==> src/rtl/pp_pipeline_accel_pkg.sv <==
// Shared constants and types for the pre-processing pipeline transmit packer.
//   PIX_W  : pixel width (one pixel per clock)
//   WORD_W : packed output word width
//   PPW    : pixels per packed word
//   IDX_W  : width of the byte index within a word
//   DIM_W  : significant bits of the rows/cols dimension words
package pp_pipeline_accel_pkg;

  localparam int unsigned PIX_W  = 8;
  localparam int unsigned WORD_W = 64;
  localparam int unsigned PPW    = WORD_W / PIX_W;
  localparam int unsigned IDX_W  = $clog2(PPW);
  localparam int unsigned DIM_W  = 16;
  localparam int unsigned CNT_W  = 2 * DIM_W;

  typedef enum logic [2:0] {
    StIdle,
    StDim,
    StPack,
    StFlush,
    StDone
  } state_e;

endpackage

==> src/rtl/pp_pipeline_accel_mat2axistream_pack_if.sv <==
// FIFO-side bus of the mat2axistream packer.
//   rows_*  : frame height FIFO (read side)
//   cols_*  : frame width FIFO (read side)
//   img_*   : pixel FIFO (read side)
//   ldata_* : packed word FIFO (write side)
// master = packer side, slave = FIFO / environment side.
interface pp_pipeline_accel_mat2axistream_pack_if;
  import pp_pipeline_accel_pkg::*;

  logic [31:0]       rows_dout;
  logic              rows_empty_n;
  logic              rows_read;
  logic [31:0]       cols_dout;
  logic              cols_empty_n;
  logic              cols_read;
  logic [PIX_W-1:0]  img_dout;
  logic              img_empty_n;
  logic              img_read;
  logic [WORD_W-1:0] ldata_din;
  logic              ldata_full_n;
  logic              ldata_write;

  modport master (
    input  rows_dout, rows_empty_n, cols_dout, cols_empty_n, img_dout, img_empty_n,
    input  ldata_full_n,
    output rows_read, cols_read, img_read, ldata_din, ldata_write
  );

  modport slave (
    output rows_dout, rows_empty_n, cols_dout, cols_empty_n, img_dout, img_empty_n,
    output ldata_full_n,
    input  rows_read, cols_read, img_read, ldata_din, ldata_write
  );

endinterface

==> src/rtl/pp_pipeline_accel_byte_packer.sv <==
// Byte packer: accumulates pixels little-endian into a word-wide shift register.
//   ap_clk, ap_rst : clock, asynchronous active-high reset
//   clear          : restart at byte 0 with an empty register
//   push           : store pix at the current byte index, then advance the index
//   pix            : incoming pixel
//   idx            : current byte index (next byte to be written)
//   full_word      : {pix, stored low bytes}, valid as the completed word when idx is last
//   pad_word       : stored bytes below idx, bytes at and above idx forced to zero
module pp_pipeline_accel_byte_packer
  import pp_pipeline_accel_pkg::*;
(
  input  logic              ap_clk,
  input  logic              ap_rst,
  input  logic              clear,
  input  logic              push,
  input  logic [PIX_W-1:0]  pix,
  output logic [IDX_W-1:0]  idx,
  output logic [WORD_W-1:0] full_word,
  output logic [WORD_W-1:0] pad_word
);

  logic [WORD_W-1:0] shreg_q;
  logic [IDX_W-1:0]  idx_q;

  always_ff @(posedge ap_clk or posedge ap_rst) begin
    if (ap_rst) begin
      shreg_q <= '0;
      idx_q   <= '0;
    end else if (clear) begin
      shreg_q <= '0;
      idx_q   <= '0;
    end else if (push) begin
      for (int k = 0; k < int'(PPW); k++) begin
        if (idx_q == IDX_W'(k)) shreg_q[k*PIX_W +: PIX_W] <= pix;
      end
      idx_q <= idx_q + IDX_W'(1); // wraps to 0 after the last byte
    end
  end

  assign idx       = idx_q;
  // The top byte comes straight from the input so the word leaves with the 8th pixel.
  assign full_word = {pix, shreg_q[WORD_W-PIX_W-1:0]};

  // Bytes at and above idx are stale from the previous word; zero them.
  always_comb begin
    pad_word = '0;
    for (int k = 0; k < int'(PPW); k++) begin
      if (IDX_W'(k) < idx_q) pad_word[k*PIX_W +: PIX_W] = shreg_q[k*PIX_W +: PIX_W];
    end
  end

endmodule

==> src/rtl/pp_pipeline_accel_mat2axistream_pack.sv <==
// Transmit-side packer: drains rows*cols pixels from the image FIFO and packs them
// contiguously (across rows) into 64-bit little-endian words; a partial last word
// is zero-padded. ap_ctrl_chain control.
//   ap_clk, ap_rst          : clock, asynchronous active-high reset
//   ap_start                : start a frame
//   ap_done                 : frame complete, held until ap_continue
//   ap_ready                : one-cycle pulse on entry to the done state
//   ap_idle                 : high only while idle
//   ap_continue             : downstream has consumed ap_done
//   bus (master)            : rows/cols/img read FIFOs and ldata write FIFO
module pp_pipeline_accel_mat2axistream_pack
  import pp_pipeline_accel_pkg::*;
(
  input  logic ap_clk,
  input  logic ap_rst,
  input  logic ap_start,
  output logic ap_done,
  output logic ap_ready,
  output logic ap_idle,
  input  logic ap_continue,
  pp_pipeline_accel_mat2axistream_pack_if.master bus
);

  state_e            state_q, state_d;
  logic [CNT_W-1:0]  total_q, count_q;
  logic              ready_q;
  logic [CNT_W-1:0]  dim_total;
  logic              last_pix;
  logic              dims_ok;
  logic              word_end;

  logic [IDX_W-1:0]  idx;
  logic [WORD_W-1:0] full_word;
  logic [WORD_W-1:0] pad_word;

  pp_pipeline_accel_byte_packer u_packer (
    .ap_clk    (ap_clk),
    .ap_rst    (ap_rst),
    .clear     (state_q == StDim),
    .push      (bus.img_read),
    .pix       (bus.img_dout),
    .idx       (idx),
    .full_word (full_word),
    .pad_word  (pad_word)
  );

  assign dim_total = {{DIM_W{1'b0}}, bus.rows_dout[DIM_W-1:0]} *
                     {{DIM_W{1'b0}}, bus.cols_dout[DIM_W-1:0]};
  assign dims_ok   = bus.rows_empty_n & bus.cols_empty_n;
  // total_q is non-zero whenever we are packing.
  assign last_pix  = (count_q == total_q - CNT_W'(1));
  assign word_end  = (idx == IDX_W'(PPW - 1));

  always_comb begin
    state_d         = state_q;
    ap_done         = 1'b0;
    ap_ready        = 1'b0;
    ap_idle         = 1'b0;
    bus.rows_read   = 1'b0;
    bus.cols_read   = 1'b0;
    bus.img_read    = 1'b0;
    bus.ldata_write = 1'b0;
    bus.ldata_din   = '0;

    unique case (state_q)
      StIdle: begin
        ap_idle = 1'b1;
        if (ap_start) state_d = StDim;
      end
      StDim: begin
        if (dims_ok) begin
          bus.rows_read = 1'b1;
          bus.cols_read = 1'b1;
          state_d       = (dim_total == '0) ? StDone : StPack;
        end
      end
      StPack: begin
        bus.ldata_din = full_word;
        // Never consume the 8th pixel unless its word can be written this cycle.
        bus.img_read    = bus.img_empty_n & (~word_end | bus.ldata_full_n);
        bus.ldata_write = bus.img_read & word_end;
        if (bus.img_read && last_pix) state_d = word_end ? StDone : StFlush;
      end
      StFlush: begin
        bus.ldata_din   = pad_word;
        bus.ldata_write = bus.ldata_full_n;
        if (bus.ldata_full_n) state_d = StDone;
      end
      StDone: begin
        ap_done  = 1'b1;
        ap_ready = ready_q;
        if (ap_continue) state_d = StIdle;
      end
      default: state_d = StIdle;
    endcase
  end

  always_ff @(posedge ap_clk or posedge ap_rst) begin
    if (ap_rst) begin
      state_q <= StIdle;
      total_q <= '0;
      count_q <= '0;
      ready_q <= 1'b0;
    end else begin
      state_q <= state_d;
      ready_q <= (state_d == StDone) && (state_q != StDone);
      if (state_q == StDim) begin
        count_q <= '0;
        if (dims_ok) total_q <= dim_total;
      end else if (bus.img_read) begin
        count_q <= count_q + CNT_W'(1);
      end
    end
  end

endmodule

==> src/flat_wrapper.sv <==
// flat-port wrapper written by rule: the top's interface ports become plain ports
module pp_pipeline_accel_mat2axistream_pack_flat import pp_pipeline_accel_pkg::*;
  (ap_clk, ap_rst, ap_start, ap_done, ap_ready, ap_idle, ap_continue, bus_rows_dout, bus_rows_empty_n, bus_cols_dout, bus_cols_empty_n, bus_img_dout, bus_img_empty_n, bus_ldata_full_n, bus_rows_read, bus_cols_read, bus_img_read, bus_ldata_din, bus_ldata_write);
  pp_pipeline_accel_mat2axistream_pack_if bus_i ();
  input  logic ap_clk;
  input  logic ap_rst;
  input  logic ap_start;
  output logic ap_done;
  output logic ap_ready;
  output logic ap_idle;
  input  logic ap_continue;
  input wire logic [$bits(bus_i.rows_dout)-1:0] bus_rows_dout;
  input wire logic [$bits(bus_i.rows_empty_n)-1:0] bus_rows_empty_n;
  input wire logic [$bits(bus_i.cols_dout)-1:0] bus_cols_dout;
  input wire logic [$bits(bus_i.cols_empty_n)-1:0] bus_cols_empty_n;
  input wire logic [$bits(bus_i.img_dout)-1:0] bus_img_dout;
  input wire logic [$bits(bus_i.img_empty_n)-1:0] bus_img_empty_n;
  input wire logic [$bits(bus_i.ldata_full_n)-1:0] bus_ldata_full_n;
  output wire logic [$bits(bus_i.rows_read)-1:0] bus_rows_read;
  output wire logic [$bits(bus_i.cols_read)-1:0] bus_cols_read;
  output wire logic [$bits(bus_i.img_read)-1:0] bus_img_read;
  output wire logic [$bits(bus_i.ldata_din)-1:0] bus_ldata_din;
  output wire logic [$bits(bus_i.ldata_write)-1:0] bus_ldata_write;
  assign bus_i.rows_dout = bus_rows_dout;
  assign bus_i.rows_empty_n = bus_rows_empty_n;
  assign bus_i.cols_dout = bus_cols_dout;
  assign bus_i.cols_empty_n = bus_cols_empty_n;
  assign bus_i.img_dout = bus_img_dout;
  assign bus_i.img_empty_n = bus_img_empty_n;
  assign bus_i.ldata_full_n = bus_ldata_full_n;
  assign bus_rows_read = bus_i.rows_read;
  assign bus_cols_read = bus_i.cols_read;
  assign bus_img_read = bus_i.img_read;
  assign bus_ldata_din = bus_i.ldata_din;
  assign bus_ldata_write = bus_i.ldata_write;
  pp_pipeline_accel_mat2axistream_pack u_core (.ap_clk(ap_clk), .ap_rst(ap_rst), .ap_start(ap_start), .ap_done(ap_done), .ap_ready(ap_ready), .ap_idle(ap_idle), .ap_continue(ap_continue), .bus(bus_i));
endmodule
==> config.mk <==
export PLATFORM = sky130hd
export DESIGN_NAME = pp_pipeline_accel_mat2axistream_pack_flat
export DESIGN_NICKNAME = d
export VERILOG_FILES = /design/src/rtl/pp_pipeline_accel_pkg.sv /design/src/rtl/pp_pipeline_accel_mat2axistream_pack_if.sv /design/src/rtl/pp_pipeline_accel_byte_packer.sv /design/src/rtl/pp_pipeline_accel_mat2axistream_pack.sv /design/src/flat_wrapper.sv
export SDC_FILE = /design/constraint.sdc
export NUM_CORES = 1
export LEC_CHECK = 0
export BUFFER_PORTS_ARGS = -buffer_cell sky130_fd_sc_hd__buf_2
export CAP_MARGIN = 10
export CORE_MARGIN = 2
export CORE_UTILIZATION = 55
export CTS_CLUSTER_SIZE = 28
export DETAILED_ROUTE_END_ITERATION = 8
export GPL_TIMING_DRIVEN = 1
export PLACE_DENSITY = 0.86
export RECOVER_POWER = 100
export SLEW_MARGIN = 20
export SYNTH_ARGS = -nofsm -noshare
export SYNTH_HDL_FRONTEND = slang
export SYNTH_SLANG_ARGS = --single-unit
==> constraint.sdc <==
create_clock -name ap_clk -period 3.9 [get_ports ap_clk]
set_input_delay 0.78 -clock ap_clk [delete_from_list [all_inputs] [get_ports ap_clk]]
set_output_delay 0.78 -clock ap_clk [all_outputs]
set_load 0.005 [all_outputs]
==> summary.txt <==
Outcome
  – Outcome: finished, violations left
  – Failing checks: max-capacitance violations, max-slew violations, negative setup slack

Synth
  – Synth Instances: around 1.8k
  – Synth Flop Type: dfrtp_1
  – Syn Area/Cell: 8.83 um2
  – Synth cell types: 80
  – Ys Warns: 0
  – Netlist Area Pre-Place: 16,000 um2
  – Synth top area share: 0.243
  – Mapped Nets: 2,196
  – Post-synth EDFFs: 0
  – Yosys top cell by area: fa_1
  – Ys async rst share: 1.00
  – Top post-synthesis cells by area: fa_1, dfrtp_1, ha_1
  – FF+latch count, synth: ~130
  – Register area share after synthesis: 0.199

Global route
  – Initial antenna violation count: 0
  – Global-route wire length before repair: 78.1 mm
  – GRT overflow: 0
  – Overall Global Routing Usage: 0.319
  – Largest net degree at the start of global routing: a little over 70
  – Vias in the first global route: 15.8k

Drt
  – WL/cell: 24.4 um
  – Drt initial violations: 2,970
  – First-pass DRT Iterations: 7
  – Post-DR vias/cell: 6.57
  – Vias: 16.4k
  – Remaining DRCs: 0
  – Post-route ant nets: 0
  – WL final: 60.9 mm

Worst setup path
  – Crit-path max FO: 8
  – Req. time, crit path: 4.19 ns
  – CP Buf/Inv Count: 9
  – Setup Crit Path Kind: in -> reg
  – CP arrival: approximately 7.7 ns
  – Worst Setup Start Kind: primary input
  – Worst setup EP type: flop
  – CP max-delay cell: fa_1
  – Delay-heaviest family, CP: adder cells
  – CP peak stage delay: 0.73 ns

Placed design
  – DPL Wire Length: 33.9 mm
  – Port Buf Inserts: 118
  – Placement Setup Slack: -3.37 ns
  – Routability Congestion: 0.957

STA
  – Endpoints failing hold: 0
  – Min Hold Slack: 0.503 ns
  – Max_slew headroom: -0.288
  – Crit share post-route: 1.89
  – Unrepaired setup endpoints after global routing: yes
  – Fmax: 136 MHz
  – Tmin final: 7.37 ns
  – Setup-failing EPs final: 30
  – Worst Skew: 0.00935 ns
  – Final setup margin: -3.47 ns
  – Final slew viol count: 130
  – Worst Tran Pin Value: about 1.9 ns

Flow run
  – Max-cap violations: 3

Floorplanning
  – Rows: 62
  – Initial Util: 0.558
  – Chip width: 175 um
  – Core ar.: 28,700 um2
  – Ports: 151
  – Die Y: 175 um
  – Die ar.: 30,500 um2

Final layout
  – Share of post-route cells with drive strength above 1: 0.274
  – Synth-to-layout area growth: 28.6%
  – ANT cells: 0
  – Fin nets: 2,488

Clocking
  – Clk Latency, worst-skew pair: 0.43 ns
  – Num CTS Buffers: 17
  – Sink Count: around 130
  – CTS tree: done
  – Reg clk slew, reported paths: 0.06 ns
  – Clock root cell: clkbuf_16
  – CTS H-tree lvls: 4
  – CTS Hold Buffers Added: 0
  – CTS max path bufs: 2

Worst hold path
  – Hold Path Class: reg -> reg
[cell type report]
cell class / instances / area, um2
inverters: 235 / 883
fillers: 1704 / 8120
clock buffers: 18 / 439
flip-flops and latches: 127 / 3180
clock inverters: 14 / 205
multi-input cells: 1373 / 12700
repair buffers: 350 / 2700
well taps: 384 / 480
[sequential cells by signal (all words and copies together), names as in the netlist]
signal                   cells
u_core.count_q              32
u_core.ready_q               1
u_core.state_q               3
u_core.total_q              32
u_core.u_packer.idx          3
u_core.u_packer.shreg_q     56
[worst reg2reg max path, stage by stage (launching register included)]
cell	delay, ns
dfrtp_1	0.52
inv_1	0.13
ha_1	0.26
nor2b_1	0.48
nand4_1	0.39
a2111oi_2	0.48
o32ai_1	0.15
nor4_2	0.26
nand4_1	0.18
a2111o_1	0.45
o31a_1	0.30
a211oi_2	0.18
[kinds of logic (layout without fill, tap and decap cells)]
logic type,count (synthesis),in the layout,synth area share
AND/OR/NAND/NOR,740,740,0.239
buffers and inverters,312,617,0.0763
adder cells (fa/ha/maj),304,304,0.329
AO/OA/AOI/OAI,200,200,0.0810
flip-flops,127,127,0.199
XOR/XNOR,84,84,0.0460
multiplexers,45,45,0.0302
[synth_stat cells (all sizes together), types with 10 or more instances]
cell    count
dfrtp     127
clkbuf     69
and3       19
a21oi      58
nor4       14
mux2i      19
nor2       82
or2        10
o21ai      54
and2      206
xnor2      43
ha        110
inv       235
nor3       21
o31ai      12
fa        194
nand3      43
or3        12
nand4      22
nand2     259
xor2       41
mux2       26
[worst paths after layout]
check	start	endpoint	slack, ns	cells past startpoint
max	bus_cols_dout[9]	u_core.state_q[1]	-3.47	25
min	u_core.u_packer.shreg_q[40]	u_core.u_packer.shreg_q[40]	0.50	1
max reg2reg	u_core.total_q[0]	u_core.ready_q	0.02	11
min reg2reg	u_core.u_packer.shreg_q[40]	u_core.u_packer.shreg_q[40]	0.50	1
max in group asynchronous	ap_rst	u_core.count_q[12]	0.92	3
min in group asynchronous	ap_rst	u_core.state_q[0]	0.63	2
[metal layers]
metal  global-route usage  wire length (um)  up-vias
li1                     -                 -     6429
met1                0.386             19800     7810
met2                0.549             27800     1597
met3               0.0631              7890      584
met4                0.151              5410        0
met5                    0                 0        -
[placed cells by master (no fill, tap or decap), types with 23 or more instances in the layout]
cell type,n
mux2_2,23
o21ai_0,25
a21oi_1,37
nand2_1,241
and2_1,150
inv_1,222
buf_4,190
ha_1,87
buf_6,36
fa_1,187
nand3_1,42
nor2_1,77
xor2_1,34
dfrtp_1,127
buf_2,78
xnor2_1,36
and2_0,37
[timing repair]
| action | CTS | global route |
|---|---|---|
| setup endpoints to repair | 29 | 30 |
| gates resized for setup | 149 | 119 |
| setup buffers | 25 | 16 |
| gates cloned | 0 | 3 |
| pin swaps | 54 | 70 |
[per-stage QoR]
stage / instance area, um2 / TNS, ns / util / cells
3_5_place_dp: 18600 / -62.62 / 0.646 / 2430
4_1_cts: 20000 / -43.61 / 0.696 / 2486
6_report: 20600 / -64.03 / 0.717 / 2501
2_1_floorplan: 16600 / -44.37 / - / 1812
3_3_place_gp: 18600 / -59.60 / 0.646 / 2430
5_1_grt: 20600 / -64.97 / 0.717 / 2501
Power is not shown: default switching activity piles up to over one toggle a cycle in this logic, so the estimate is an artifact.
